==> src/rtl/ram_arb_ctrl_if.sv <==
// Requester and RAM-side signal bundle for ram_arb_ctrl.
// slave is the arbiter's view of the bundle; master is the environment's view.
interface ram_arb_ctrl_if #(
    parameter int unsigned AW = 4,
    parameter int unsigned DW = 8
);
    logic          req0;
    logic          we0;
    logic [AW-1:0] addr0;
    logic [DW-1:0] wdata0;
    logic          gnt0;
    logic [DW-1:0] rdata0;
    logic          rvalid0;

    logic          req1;
    logic          we1;
    logic [AW-1:0] addr1;
    logic [DW-1:0] wdata1;
    logic          gnt1;
    logic [DW-1:0] rdata1;
    logic          rvalid1;

    logic          init_done;
    logic          ram_cs;
    logic          ram_we;
    logic [AW-1:0] ram_addr;
    logic [DW-1:0] ram_din;
    logic [DW-1:0] ram_dout;

    modport slave (
        input  req0, we0, addr0, wdata0, req1, we1, addr1, wdata1, ram_dout,
        output gnt0, rdata0, rvalid0, gnt1, rdata1, rvalid1,
        output init_done, ram_cs, ram_we, ram_addr, ram_din
    );

    modport master (
        output req0, we0, addr0, wdata0, req1, we1, addr1, wdata1, ram_dout,
        input  gnt0, rdata0, rvalid0, gnt1, rdata1, rvalid1,
        input  init_done, ram_cs, ram_we, ram_addr, ram_din
    );
endinterface

==> src/rtl/ram_arb_ctrl.sv <==
// Two-port round-robin arbiter/sequencer for a single-port synchronous RAM.
// Zeroes the whole RAM after reset, then serves one CS/WE access per grant.
module ram_arb_ctrl #(
    parameter int unsigned AW = 4,
    parameter int unsigned DW = 8
) (
    input logic           clk,
    input logic           rst,
    ram_arb_ctrl_if.slave bus
);
    typedef enum logic [1:0] {StClear, StIdle, StIssue, StRdata} state_e;

    state_e        state_q, state_d;
    logic [AW:0]   clr_cnt_q, clr_cnt_d;
    logic          last_q, last_d;
    logic          sel_q, sel_d;
    logic          we_q, we_d;
    logic          gnt0_q, gnt0_d;
    logic          gnt1_q, gnt1_d;
    logic          rvalid0_q, rvalid0_d;
    logic          rvalid1_q, rvalid1_d;
    logic [DW-1:0] rdata0_q, rdata0_d;
    logic [DW-1:0] rdata1_q, rdata1_d;
    logic          init_done_q, init_done_d;
    logic          ram_cs_q, ram_cs_d;
    logic          ram_we_q, ram_we_d;
    logic [AW-1:0] ram_addr_q, ram_addr_d;
    logic [DW-1:0] ram_din_q, ram_din_d;

    logic pick;

    // On contention the port that did not win last time goes next.
    assign pick = (bus.req0 && bus.req1) ? ~last_q : bus.req1;

    always_comb begin
        state_d     = state_q;
        clr_cnt_d   = clr_cnt_q;
        last_d      = last_q;
        sel_d       = sel_q;
        we_d        = we_q;
        gnt0_d      = 1'b0;
        gnt1_d      = 1'b0;
        rvalid0_d   = 1'b0;
        rvalid1_d   = 1'b0;
        rdata0_d    = rdata0_q;
        rdata1_d    = rdata1_q;
        init_done_d = init_done_q;
        ram_cs_d    = 1'b0;
        ram_we_d    = 1'b0;
        ram_addr_d  = ram_addr_q;
        ram_din_d   = ram_din_q;

        case (state_q)
            StClear: begin
                // Counter MSB set means every location has been written.
                if (clr_cnt_q[AW]) begin
                    init_done_d = 1'b1;
                    state_d     = StIdle;
                end else begin
                    ram_cs_d   = 1'b1;
                    ram_we_d   = 1'b1;
                    ram_addr_d = clr_cnt_q[AW-1:0];
                    ram_din_d  = '0;
                    clr_cnt_d  = clr_cnt_q + (AW+1)'(1);
                end
            end
            StIdle: begin
                if (bus.req0 || bus.req1) begin
                    sel_d      = pick;
                    last_d     = pick;
                    we_d       = pick ? bus.we1 : bus.we0;
                    gnt0_d     = ~pick;
                    gnt1_d     = pick;
                    ram_cs_d   = 1'b1;
                    ram_we_d   = pick ? bus.we1 : bus.we0;
                    ram_addr_d = pick ? bus.addr1 : bus.addr0;
                    ram_din_d  = pick ? bus.wdata1 : bus.wdata0;
                    state_d    = StIssue;
                end
            end
            StIssue: begin
                state_d = we_q ? StIdle : StRdata;
            end
            StRdata: begin
                if (sel_q) begin
                    rdata1_d  = bus.ram_dout;
                    rvalid1_d = 1'b1;
                end else begin
                    rdata0_d  = bus.ram_dout;
                    rvalid0_d = 1'b1;
                end
                state_d = StIdle;
            end
            default: state_d = StClear;
        endcase
    end

    always_ff @(posedge clk or posedge rst) begin
        if (rst) begin
            state_q     <= StClear;
            clr_cnt_q   <= '0;
            last_q      <= 1'b1;
            sel_q       <= 1'b0;
            we_q        <= 1'b0;
            gnt0_q      <= 1'b0;
            gnt1_q      <= 1'b0;
            rvalid0_q   <= 1'b0;
            rvalid1_q   <= 1'b0;
            rdata0_q    <= '0;
            rdata1_q    <= '0;
            init_done_q <= 1'b0;
            ram_cs_q    <= 1'b0;
            ram_we_q    <= 1'b0;
            ram_addr_q  <= '0;
            ram_din_q   <= '0;
        end else begin
            state_q     <= state_d;
            clr_cnt_q   <= clr_cnt_d;
            last_q      <= last_d;
            sel_q       <= sel_d;
            we_q        <= we_d;
            gnt0_q      <= gnt0_d;
            gnt1_q      <= gnt1_d;
            rvalid0_q   <= rvalid0_d;
            rvalid1_q   <= rvalid1_d;
            rdata0_q    <= rdata0_d;
            rdata1_q    <= rdata1_d;
            init_done_q <= init_done_d;
            ram_cs_q    <= ram_cs_d;
            ram_we_q    <= ram_we_d;
            ram_addr_q  <= ram_addr_d;
            ram_din_q   <= ram_din_d;
        end
    end

    assign bus.gnt0      = gnt0_q;
    assign bus.gnt1      = gnt1_q;
    assign bus.rvalid0   = rvalid0_q;
    assign bus.rvalid1   = rvalid1_q;
    assign bus.rdata0    = rdata0_q;
    assign bus.rdata1    = rdata1_q;
    assign bus.init_done = init_done_q;
    assign bus.ram_cs    = ram_cs_q;
    assign bus.ram_we    = ram_we_q;
    assign bus.ram_addr  = ram_addr_q;
    assign bus.ram_din   = ram_din_q;
endmodule

==> src/flat_wrapper.sv <==
// flat-port wrapper written by rule: the top's interface ports become plain ports
module ram_arb_ctrl_flat 
#(
    parameter int unsigned AW = 4,
    parameter int unsigned DW = 8
)
  (clk, rst, bus_req0, bus_we0, bus_addr0, bus_wdata0, bus_req1, bus_we1, bus_addr1, bus_wdata1, bus_ram_dout, bus_gnt0, bus_rdata0, bus_rvalid0, bus_gnt1, bus_rdata1, bus_rvalid1, bus_init_done, bus_ram_cs, bus_ram_we, bus_ram_addr, bus_ram_din);
  ram_arb_ctrl_if #(.AW(AW), .DW(DW)) bus_i ();
  input logic clk;
  input logic rst;
  input wire logic [$bits(bus_i.req0)-1:0] bus_req0;
  input wire logic [$bits(bus_i.we0)-1:0] bus_we0;
  input wire logic [$bits(bus_i.addr0)-1:0] bus_addr0;
  input wire logic [$bits(bus_i.wdata0)-1:0] bus_wdata0;
  input wire logic [$bits(bus_i.req1)-1:0] bus_req1;
  input wire logic [$bits(bus_i.we1)-1:0] bus_we1;
  input wire logic [$bits(bus_i.addr1)-1:0] bus_addr1;
  input wire logic [$bits(bus_i.wdata1)-1:0] bus_wdata1;
  input wire logic [$bits(bus_i.ram_dout)-1:0] bus_ram_dout;
  output wire logic [$bits(bus_i.gnt0)-1:0] bus_gnt0;
  output wire logic [$bits(bus_i.rdata0)-1:0] bus_rdata0;
  output wire logic [$bits(bus_i.rvalid0)-1:0] bus_rvalid0;
  output wire logic [$bits(bus_i.gnt1)-1:0] bus_gnt1;
  output wire logic [$bits(bus_i.rdata1)-1:0] bus_rdata1;
  output wire logic [$bits(bus_i.rvalid1)-1:0] bus_rvalid1;
  output wire logic [$bits(bus_i.init_done)-1:0] bus_init_done;
  output wire logic [$bits(bus_i.ram_cs)-1:0] bus_ram_cs;
  output wire logic [$bits(bus_i.ram_we)-1:0] bus_ram_we;
  output wire logic [$bits(bus_i.ram_addr)-1:0] bus_ram_addr;
  output wire logic [$bits(bus_i.ram_din)-1:0] bus_ram_din;
  assign bus_i.req0 = bus_req0;
  assign bus_i.we0 = bus_we0;
  assign bus_i.addr0 = bus_addr0;
  assign bus_i.wdata0 = bus_wdata0;
  assign bus_i.req1 = bus_req1;
  assign bus_i.we1 = bus_we1;
  assign bus_i.addr1 = bus_addr1;
  assign bus_i.wdata1 = bus_wdata1;
  assign bus_i.ram_dout = bus_ram_dout;
  assign bus_gnt0 = bus_i.gnt0;
  assign bus_rdata0 = bus_i.rdata0;
  assign bus_rvalid0 = bus_i.rvalid0;
  assign bus_gnt1 = bus_i.gnt1;
  assign bus_rdata1 = bus_i.rdata1;
  assign bus_rvalid1 = bus_i.rvalid1;
  assign bus_init_done = bus_i.init_done;
  assign bus_ram_cs = bus_i.ram_cs;
  assign bus_ram_we = bus_i.ram_we;
  assign bus_ram_addr = bus_i.ram_addr;
  assign bus_ram_din = bus_i.ram_din;
  ram_arb_ctrl #(.AW(AW), .DW(DW)) u_core (.clk(clk), .rst(rst), .bus(bus_i));
endmodule
==> config.mk <==
export PLATFORM = sky130hd
export DESIGN_NAME = ram_arb_ctrl_flat
export DESIGN_NICKNAME = d
export VERILOG_FILES = /design/src/rtl/ram_arb_ctrl_if.sv /design/src/rtl/ram_arb_ctrl.sv /design/src/flat_wrapper.sv
export SDC_FILE = /design/constraint.sdc
export NUM_CORES = 1
export LEC_CHECK = 0
export BUFFER_PORTS_ARGS = -buffer_cell sky130_fd_sc_hd__buf_2
export CORE_MARGIN = 3
export CORE_UTILIZATION = 28
export DETAILED_ROUTE_END_ITERATION = 10
export PLACE_DENSITY = 0.62
export SLEW_MARGIN = 10
export SYNTH_ARGS = -nofsm -noshare
export SYNTH_HDL_FRONTEND = slang
export SYNTH_SLANG_ARGS = --single-unit
==> constraint.sdc <==
create_clock -name clk -period 1.8 [get_ports clk]
set_clock_uncertainty 0.1 [all_clocks]
set_input_delay 0.18 -clock clk [delete_from_list [all_inputs] [get_ports clk]]
set_output_delay 0.18 -clock clk [all_outputs]
set_load 0.01 [all_outputs]
### Yosys cells after proc, flatten, opt, wreduce, memory -nomap -nowiden

Index checks and enable logic that the tools add are counted.

* add/sub/neg operators: 1
* equal/unequal tests: 6
* mux-type cells: 28
* bitwise logic cells: 4
* reduce and logical (&&, ||, !) cells: 11

Operators by type and width (number)
* 8-bit two-way mux: 3
* 8-bit case mux with 2 select lines: 1
* 1-bit two-way mux: 13
* 4-bit two-way mux: 3
* 2-bit AND reduction: 6
* 2-bit case mux with 4 select lines: 1
* 4-bit case mux with 2 select lines: 1
* 2-bit two-way mux: 3
* 5-bit by 1-bit adder with 5-bit output, second input constant: 1
* 5-bit two-way mux: 1
* 2-bit equality test, second input constant: 2
* 2-bit by 1-bit inequality test with 1-bit output, second input constant: 2
* 1-bit inverter: 4
* 1-bit case mux with 2 select lines: 2
* 3-bit AND reduction: 1
* 2-bit by 1-bit equality test with 1-bit output, second input constant: 1
* 2-bit logical NOT: 1
* 2-bit inequality test, second input constant: 1
* 2-bit nonzero test: 1
* 1-bit logical AND: 1
* 1-bit logical OR: 1

* register bits: 45
* output and inout port bits: 35

### Logic depth before layout (Yosys ltp)

Gate-level depths: netlist of run 1.

* word-level depth: 5
* gate-level depth with buffers: 7
* gate-level depth less buffers: 5

### Least setup slack after synthesis of run 1

Ideal clock, no wire load.

* path kind: register -> register
* from: register u_core.state_q[0]
* to: register u_core.ram_din_q[0] (netlist: u_core.bus.ram_din[0])
* arrival: 1537 ps
* data required time: 1579 ps
* setup slack: 42 ps
* cell stages (with the launch flop): 8
* clock period less this slack: 1758 ps
* cell sequence: dfrtp_1 -> inv_1 -> ha_1 -> buf_6 -> and2_4 -> or3_1 -> buf_6 -> o2bb2ai_2

* longest elaborated chain between the ends: 3
* elaborated cells on any way between the ends: 7

RTL lines
* start, declared: RTL line ram_arb_ctrl.sv:13 `state_e state_q, state_d;`
* start signal, assigned: RTL line ram_arb_ctrl.sv:100 `state_q <= StClear;`
* start signal, assigned: RTL line ram_arb_ctrl.sv:117 `state_q <= state_d;`
* 2-bit by 1-bit equality test with 1-bit output or 2-bit logical NOT (tied branches): RTL line ram_arb_ctrl.sv:53 `case (state_q)`
* 2-bit by 1-bit inequality test with 1-bit output (no line) (tied with other cells)
* 3-bit AND reduction (no line)
* end signal, assigned: RTL line ram_arb_ctrl.sv:132 `ram_din_q <= ram_din_d;`
* end, declared: RTL line ram_arb_ctrl.sv:28 `logic [DW-1:0] ram_din_q, ram_din_d;`

Parallel ways exist; a longest one is shown, timed or not.
A chain may end at the register's enable or synchronous reset.

### Worst setup path after layout of run 1

* from: register u_core.state_q[1]
* to: register u_core.ram_addr_q[0] (netlist: u_core.bus.ram_addr[0])

* longest elaborated chain between the ends: 3
* elaborated cells on any way between the ends: 7

RTL lines
* 2-bit by 1-bit equality test with 1-bit output or 2-bit logical NOT (tied branches): RTL line ram_arb_ctrl.sv:53
* 2-bit by 1-bit inequality test with 1-bit output (no line) (tied with other cells)
* 3-bit AND reduction (no line)
* end signal, assigned: RTL line ram_arb_ctrl.sv:131 `ram_addr_q <= ram_addr_d;`
* end, declared: RTL line ram_arb_ctrl.sv:27 `logic [AW-1:0] ram_addr_q, ram_addr_d;`

Parallel ways exist; a longest one is shown, timed or not.

==> flow_metrics.tcl, run 1 <==
set metrics [dict create \
    cts_sinks 45 \
    ys_top_cells_by_count "dfrtp_1 (44), mux2_2 (16), mux2i_1 (13)" \
    grt_pass1_vias 1519 \
    yosys_warnings 0 \
    crit_chain "inv_1 -> ha_2 -> or3b_1 -> nand3_1 -> buf_4 -> o211ai_1" \
    dr.pass1.iters 3 \
    root_buffer "clkbuf_8" \
    yosysSeqAreaShare 0.5531 \
    grt_max_degree 20 \
    path_max_fanout 6 \
    grt_pass1_wl_um 7286 \
    coreArea_um2 6944 \
    seq_area_um2 1127 \
    min_path_type "input port to flip-flop" \
    io_buffers 72 \
    synth_edf_count 0 \
    power_per_cell_area_nw_per_um2 1565 \
    finalSetupViolCount 0 \
    critPathMaxStageDelay_ns 0.39 \
    dp_hpwl_um 3467 \
    dieHeight_um 91.32 \
    io_pins 73 \
    via_count 1453 \
    start_util 0.2935 \
    fin_crit_ns 1.716 \
    fillers 696 \
    wirelength_um 4399 \
    die_w_um 91.32 \
    synth_top_area_cell "dfrtp_1" \
    crit_arrival_ns 1.79 \
    diodes 0 \
    wl_per_cell_um 13.25 \
    holdPathStages 2 \
    status "finished, final reports clean" \
    ant_nets 0 \
    synth_top_area_frac 0.5402 \
    min_to "u_core.bus.rdata1[5]$_DFFE_PP0P_" \
    clock_latency_ns 0.29 \
    worstReg2RegEnd "u_core.bus.ram_addr[0]$_DFFE_PP0P_" \
    clk_pin_slew_ns 0.09 \
    fin_nets 279 \
    overflow 0 \
    synthCells 149 \
    crit_required_ns 1.87 \
    post-route-period-util 0.9535 \
    rr_startpoint "u_core.state_q[1]$_DFFE_PP0P_" \
    power_leakage_nw 1.325 \
    drt_drc_violations_left 0 \
    maxSlewHeadroom 0.5284 \
    netlist_area_um2 2038 \
    synth_fp_nets 193 \
    peakVddDrop_mv 0.5354 \
    layout-drive-gt1-share 0.5169 \
    multi_input_area_um2 853.3 \
    hold_viol 0 \
    numCtsBuffers 5 \
    rsz0062_at_grt "yes" \
    fin_util 0.3912 \
    drv_cap 0 \
    hold-worst-slack_ns 0.01829 \
    synth_most_common_cell "dfrtp_1" \
    synthTopCellsByArea "dfrtp_1 (54%), mux2_2 (8.8%), mux2i_1 (6.4%)" \
    vias_per_cell 4.377 \
    antenna_found_initial 0 \
    r2r_setup_slack_ns 0.08 \
    synth_ff_type "dfrtp_1" \
    grt.total_usage 0.1082 \
    num_rows 30 \
    tritoncts "done" \
    worstSetupEndpointType "flip-flop" \
    crit_path_start_kind "flip-flop" \
    synth.avg_cell_area_um2 13.68 \
    synth.distinct_cells 33 \
    h-tree-depth 2 \
    rr_worst_depth 6 \
    max_freq_ghz 0.5826 \
    min-delay-start "bus_ram_dout[5]" \
    flow.area_growth_from_synthesis_pct 33.27 \
    first_iter_violations 39 \
    finalMaxSlewViolations 0 \
    gp_congestion 0.8064 \
    synth_seq_cells 45 \
    crit_slowest_cell "or3b_1" \
    critical_path_class "flip-flop to flip-flop" \
    clk_path_buf_depth 2 \
    synthArstFlopShare 1.000 \
    tightest_slew_ns 0.7056 \
    die-area_um2 8339 \
]
## cells by family after synthesis
kind of cell    Yosys count  share of synthesized area
flops                    45                     0.5531
compound gates           29                     0.1338
mux                      29                     0.1522
simple gates             27                    0.07919
buf+inv                  10                    0.03192
fa+ha+maj                 6                    0.03683
xor+xnor                  3                    0.01289
## sequential cells by signal, indices dropped and copies added (netlist names)
register / flops
u_core.bus.rdata1: 8
u_core.last_q: 1
u_core.bus.rdata0: 8
u_core.bus.gnt1: 1
u_core.bus.ram_we: 1
u_core.bus.gnt0: 1
u_core.bus.rvalid0: 1
u_core.bus.ram_addr: 4
u_core.bus.rvalid1: 1
u_core.clr_cnt_q: 5
u_core.sel_q: 1
u_core.we_q: 1
u_core.bus.ram_cs: 1
u_core.bus.ram_din: 8
u_core.state_q: 2
u_core.bus.init_done: 1
## area by class of cell
type                       count  share of cell area
timing repair buffer          85              0.1801
multi-input combinational     94              0.3141
sequential                    45              0.4150
clock inverter                 2             0.01428
tap                           96             0.04422
inverter                       4            0.005527
clock buffer                   6             0.02672
## power by group
part,switching (W),internal [W],total (W)
logic,0.000921,0.000944,0.00186
registers,0.000207,0.00142,0.00162
clock network,0.000345,0.000417,0.000762
## how the worst max path moves through the flow
stage | startpoint | end | slack [ns] | cells after the start
floorplan | u_core.state_q[0]$_DFFE_PP0P_ | u_core.bus.ram_din[0]$_DFFE_PP0P_ | 0.04 | 7
global placement | u_core.state_q[0]$_DFFE_PP0P_ | u_core.bus.ram_din[5]$_DFFE_PP0P_ | -0.001 | 4
detailed placement | u_core.state_q[0]$_DFFE_PP0P_ | u_core.bus.ram_din[5]$_DFFE_PP0P_ | -0.05 | 4
CTS | u_core.state_q[1]$_DFFE_PP0P_ | u_core.bus.ram_din[0]$_DFFE_PP0P_ | 0.05 | 6
global route | u_core.state_q[1]$_DFFE_PP0P_ | u_core.bus.ram_addr[0]$_DFFE_PP0P_ | -0.01 | 6
finish | u_core.state_q[1]$_DFFE_PP0P_ | u_core.bus.ram_addr[0]$_DFFE_PP0P_ | 0.08 | 6
## per-layer routing
layer / track usage / routed length (um) / vias up
met5: 0 / 0 / -
met3: 0.02071 / 216 / 5
li1: - / - / 708
met1: 0.1370 / 1943 / 702
met2: 0.1784 / 2176 / 38
met4: 0.04899 / 63 / 0
## repair_timing
action / in CTS / in global routing
gates cloned: 0 / 0
resized for setup: 1 / 2
endpoints found under the setup margin: 8 / 12
endpoints found under the hold margin: 10 / 0
hold buffers: 1 / 0
pin swaps: 0 / 0
setup buffers: 0 / 0
## cell usage in the layout, fill, tap and decap left out, drive strengths merged, types with 2 or more instances in the layout
cell type,netlist,final
inv,4,3
mux2,16,16
nand2b,2,2
mux2i,13,13
nor2b,3,3
clkinv,0,2
o211ai,4,4
o31ai,4,4
nand2,9,9
nand4b,4,4
o2bb2ai,8,8
xnor2,3,3
ha,6,6
buf,5,84
dfrtp,44,44
and2,2,2
clkbuf,1,6
o21ai,8,8
nor2,2,2
## critical path, delay by kind of cell (launching register included)
kind / cells / cell delay (ns)
compound gates: 1 / 0.09
flops: 1 / 0.38
buf+inv: 2 / 0.25
simple gates: 2 / 0.53
fa+ha+maj: 1 / 0.23
## metrics by stage
step / setup slack [ns] / power [W] / setup TNS (ns) / cells / cell area [um^2]
global placement: -0.001134 / 0.003460 / -0.003803 / 323 / 2584
global route: -0.01485 / 0.004539 / -0.02036 / 332 / 2716
CTS: 0.04521 / 0.004298 / 0 / 332 / 2710
finish: 0.08364 / 0.004251 / 0 / 332 / 2716
floorplan: 0.04192 / 0.002829 / 0 / 149 / 2038
detailed placement: -0.04981 / 0.003505 / -0.3709 / 323 / 2584
No activity file was read; power rests on OpenSTA's default activity.
==> run 2, diff against run 1 <==
--- a/config.mk
+++ b/config.mk
@@ -5,6 +5,7 @@
 export SDC_FILE = /design/constraint.sdc
 export NUM_CORES = 1
 export LEC_CHECK = 0
+export ABC_AREA = 1
 export BUFFER_PORTS_ARGS = -buffer_cell sky130_fd_sc_hd__buf_2
 export CORE_MARGIN = 3
 export CORE_UTILIZATION = 28
==> constraint.sdc (replaced) <==
create_clock -name clk -period 1.8 [get_ports clk]
set_clock_uncertainty 0.1 [all_clocks]
set_input_delay 0.27 -clock clk [delete_from_list [all_inputs] [get_ports clk]]
set_output_delay 0.27 -clock clk [all_outputs]
set_load 0.01 [all_outputs]
==> flow_metrics.tcl, run 2 <==
set metrics [dict create \
    status "finished, final reports clean" \
    maxSlewHeadroom 0.6762 \
    ant_nets 0 \
    tightest_slew_ns 0.4845 \
    dieHeight_um 91.74 \
    crit_arrival_ns 1.70 \
    crit_required_ns 1.87 \
    overflow 0 \
    crit_path_start_kind "flip-flop" \
    die-area_um2 8415 \
    drt_drc_violations_left 0 \
    min_path_type "input port to flip-flop" \
    diodes 0 \
    synth_top_area_frac 0.5350 \
    min_to "u_core.bus.ram_din[3]$_DFFE_PP0P_" \
    flow.area_growth_from_synthesis_pct 28.09 \
    layout-drive-gt1-share 0.3196 \
    synth_edf_count 0 \
    worstReg2RegEnd "u_core.bus.ram_addr[3]$_DFFE_PP0P_" \
    grt_pass1_vias 1792 \
    pre_cts_ws_ns 0.1326 \
    clk_pin_slew_ns 0.08 \
    clock_latency_ns 0.29 \
    clk_path_buf_depth 2 \
    finalMaxSlewViolations 0 \
    r2r_setup_slack_ns 0.17 \
    cts_sinks 45 \
    synth.distinct_cells 23 \
    synth_ff_type "dfrtp_1" \
    drv_cap 0 \
    gp_congestion 0.8331 \
    yosysSeqAreaShare 0.5477 \
    num_rows 30 \
    max_freq_ghz 0.6130 \
    rr_worst_depth 7 \
    power.total_w 0.003938 \
    grt_max_degree 25 \
    h-tree-depth 2 \
    synth_top_area_cell "dfrtp_1" \
    min-delay-start "bus_wdata1[3]" \
    hold_viol 0 \
    grt_pass1_wl_um 7948 \
    fin_crit_ns 1.631 \
    netlist_area_um2 2058 \
    setup_slack_ns 0.1686 \
    holdPathStages 3 \
    dp_hpwl_um 3557 \
    io_pins 73 \
    coreArea_um2 6944 \
    yosys_warnings 0 \
    power_leakage_nw 1.510 \
    synth.avg_cell_area_um2 8.684 \
    peakVddDrop_mv 0.3589 \
    synth_fp_nets 281 \
    start_util 0.2964 \
    power_per_cell_area_nw_per_um2 1494 \
    setup_tns_ns 0 \
    dr.pass1.iters 3 \
    io_buffers 72 \
    synthCells 237 \
    path_max_fanout 12 \
    final_common_cell "buf_2" \
    wirelength_um 4650 \
    synth_seq_cells 45 \
    fillers 717 \
    mostFrequentLayoutCells "buf_2 (72), nand2_1 (65), dfrtp_1 (43)" \
    finalSetupViolCount 0 \
    rr_startpoint "u_core.state_q[1]$_DFFE_PP0P_" \
    synth_most_common_cell "nand2_1" \
    synthArstFlopShare 1.000 \
    wl_per_cell_um 11.29 \
    root_buffer "clkbuf_8" \
    post-route-period-util 0.9063 \
    first_iter_violations 62 \
    die_w_um 91.74 \
    rsz0062_at_grt "no" \
    grt.total_usage 0.1141 \
    via_count 1751 \
    numCtsBuffers 5 \
    ys_top_cells_by_count "nand2_1 (65), dfrtp_1 (44), inv_1 (42)" \
    vias_per_cell 4.250 \
    tritoncts "done" \
    critical_path_class "flip-flop to flip-flop" \
    antenna_found_initial 0 \
    fin_nets 359 \
    synthTopCellsByArea "dfrtp_1 (53%), nand2_1 (12%), inv_1 (7.7%)" \
    worstSetupEndpointType "flip-flop" \
]
run 2: where the power goes:
part	internal (W)	total, W	leakage, nW	switching [W]
clock	0.000312	0.000641	0.0445	0.000329
combinational	0.000634	0.00163	0.913	0.00100
sequential	0.00143	0.00166	0.553	0.000230
total	0.00238	0.00394	1.51	0.00156
run 2: per-layer routing:
| layer | up-vias | GRT usage | share of wire |
|---|---|---|---|
| li1 | 883 | - | - |
| met1 | 824 | 0.1321 | 0.43 |
| met2 | 36 | 0.2039 | 0.51 |
| met3 | 8 | 0.02789 | 0.044 |
| met4 | 0 | 0.04084 | 0.017 |
| met5 | - | 0 | 0 |
run 2: cells by family (layout without fill, tap and decap cells):
kind of cell             after synthesis  count (layout)  share of synthesized area
buffers and inverters                 49             128                    0.09787
flip-flops                            45              45                     0.5477
AND/OR/NAND/NOR                       95              95                     0.1964
adder cells (fa/ha/maj)                6               6                    0.03647
AO/OA/AOI/OAI                         39              39                     0.1088
XOR/XNOR                               3               3                    0.01277
run 2: cell type report:
type                            count  area, um^2  area share
Tap cell                           96       120.1     0.04556
Inverter                           43       161.4     0.06122
Sequential cell                    45        1129      0.4281
Multi-Input combinational cell    143       732.0      0.2776
Clock buffer                        7       86.33     0.03275
Clock inverter                      1       7.507    0.002848
Timing Repair Buffer               77       400.4      0.1519
run 2: how the worst max path moves through the flow:
stage                                  start                            endpoint  slack, ns  depth (start not counted)
2_1_floorplan  u_core.state_q[0]$_DFFE_PP0P_  u_core.bus.ram_addr[1]$_DFFE_PP0P_       0.29                          8
3_3_place_gp   u_core.state_q[1]$_DFFE_PP0P_  u_core.bus.ram_addr[0]$_DFFE_PP0P_       0.23                          7
3_5_place_dp   u_core.state_q[1]$_DFFE_PP0P_  u_core.bus.ram_addr[3]$_DFFE_PP0P_       0.13                          7
4_1_cts        u_core.state_q[1]$_DFFE_PP0P_  u_core.bus.ram_addr[3]$_DFFE_PP0P_       0.11                          7
5_1_grt        u_core.state_q[1]$_DFFE_PP0P_  u_core.bus.ram_addr[0]$_DFFE_PP0P_      0.009                          7
6_report       u_core.state_q[1]$_DFFE_PP0P_  u_core.bus.ram_addr[3]$_DFFE_PP0P_       0.17                          7
run 2: critical path, cell delays in order (launching register included):
cell and delay (ns):
dfrtp_1 0.43, inv_1 0.13, ha_2 0.26, nand2_1 0.08, nand2_2 0.11, nand2_2 0.18, nor2_1 0.15, a21oi_1 0.08
run 2: metrics by stage:
step             util  hold WS [ns]  instances  area [um^2]
2_1_floorplan       -        0.3305        237         2058
4_1_cts        0.3791        0.1300        412         2633
3_5_place_dp   0.3641        0.2188        403         2529
5_1_grt        0.3796        0.1386        412         2636
6_report       0.3796        0.1311        412         2636
3_3_place_gp   0.3641        0.2205        403         2529
run 2: what timing repair did:
item	in CTS	in global routing
setup endpoints to repair	0	4
gates resized for setup	0	2
endpoints found under the hold margin	21	0
buffers inserted	0	0
hold buffers	1	0
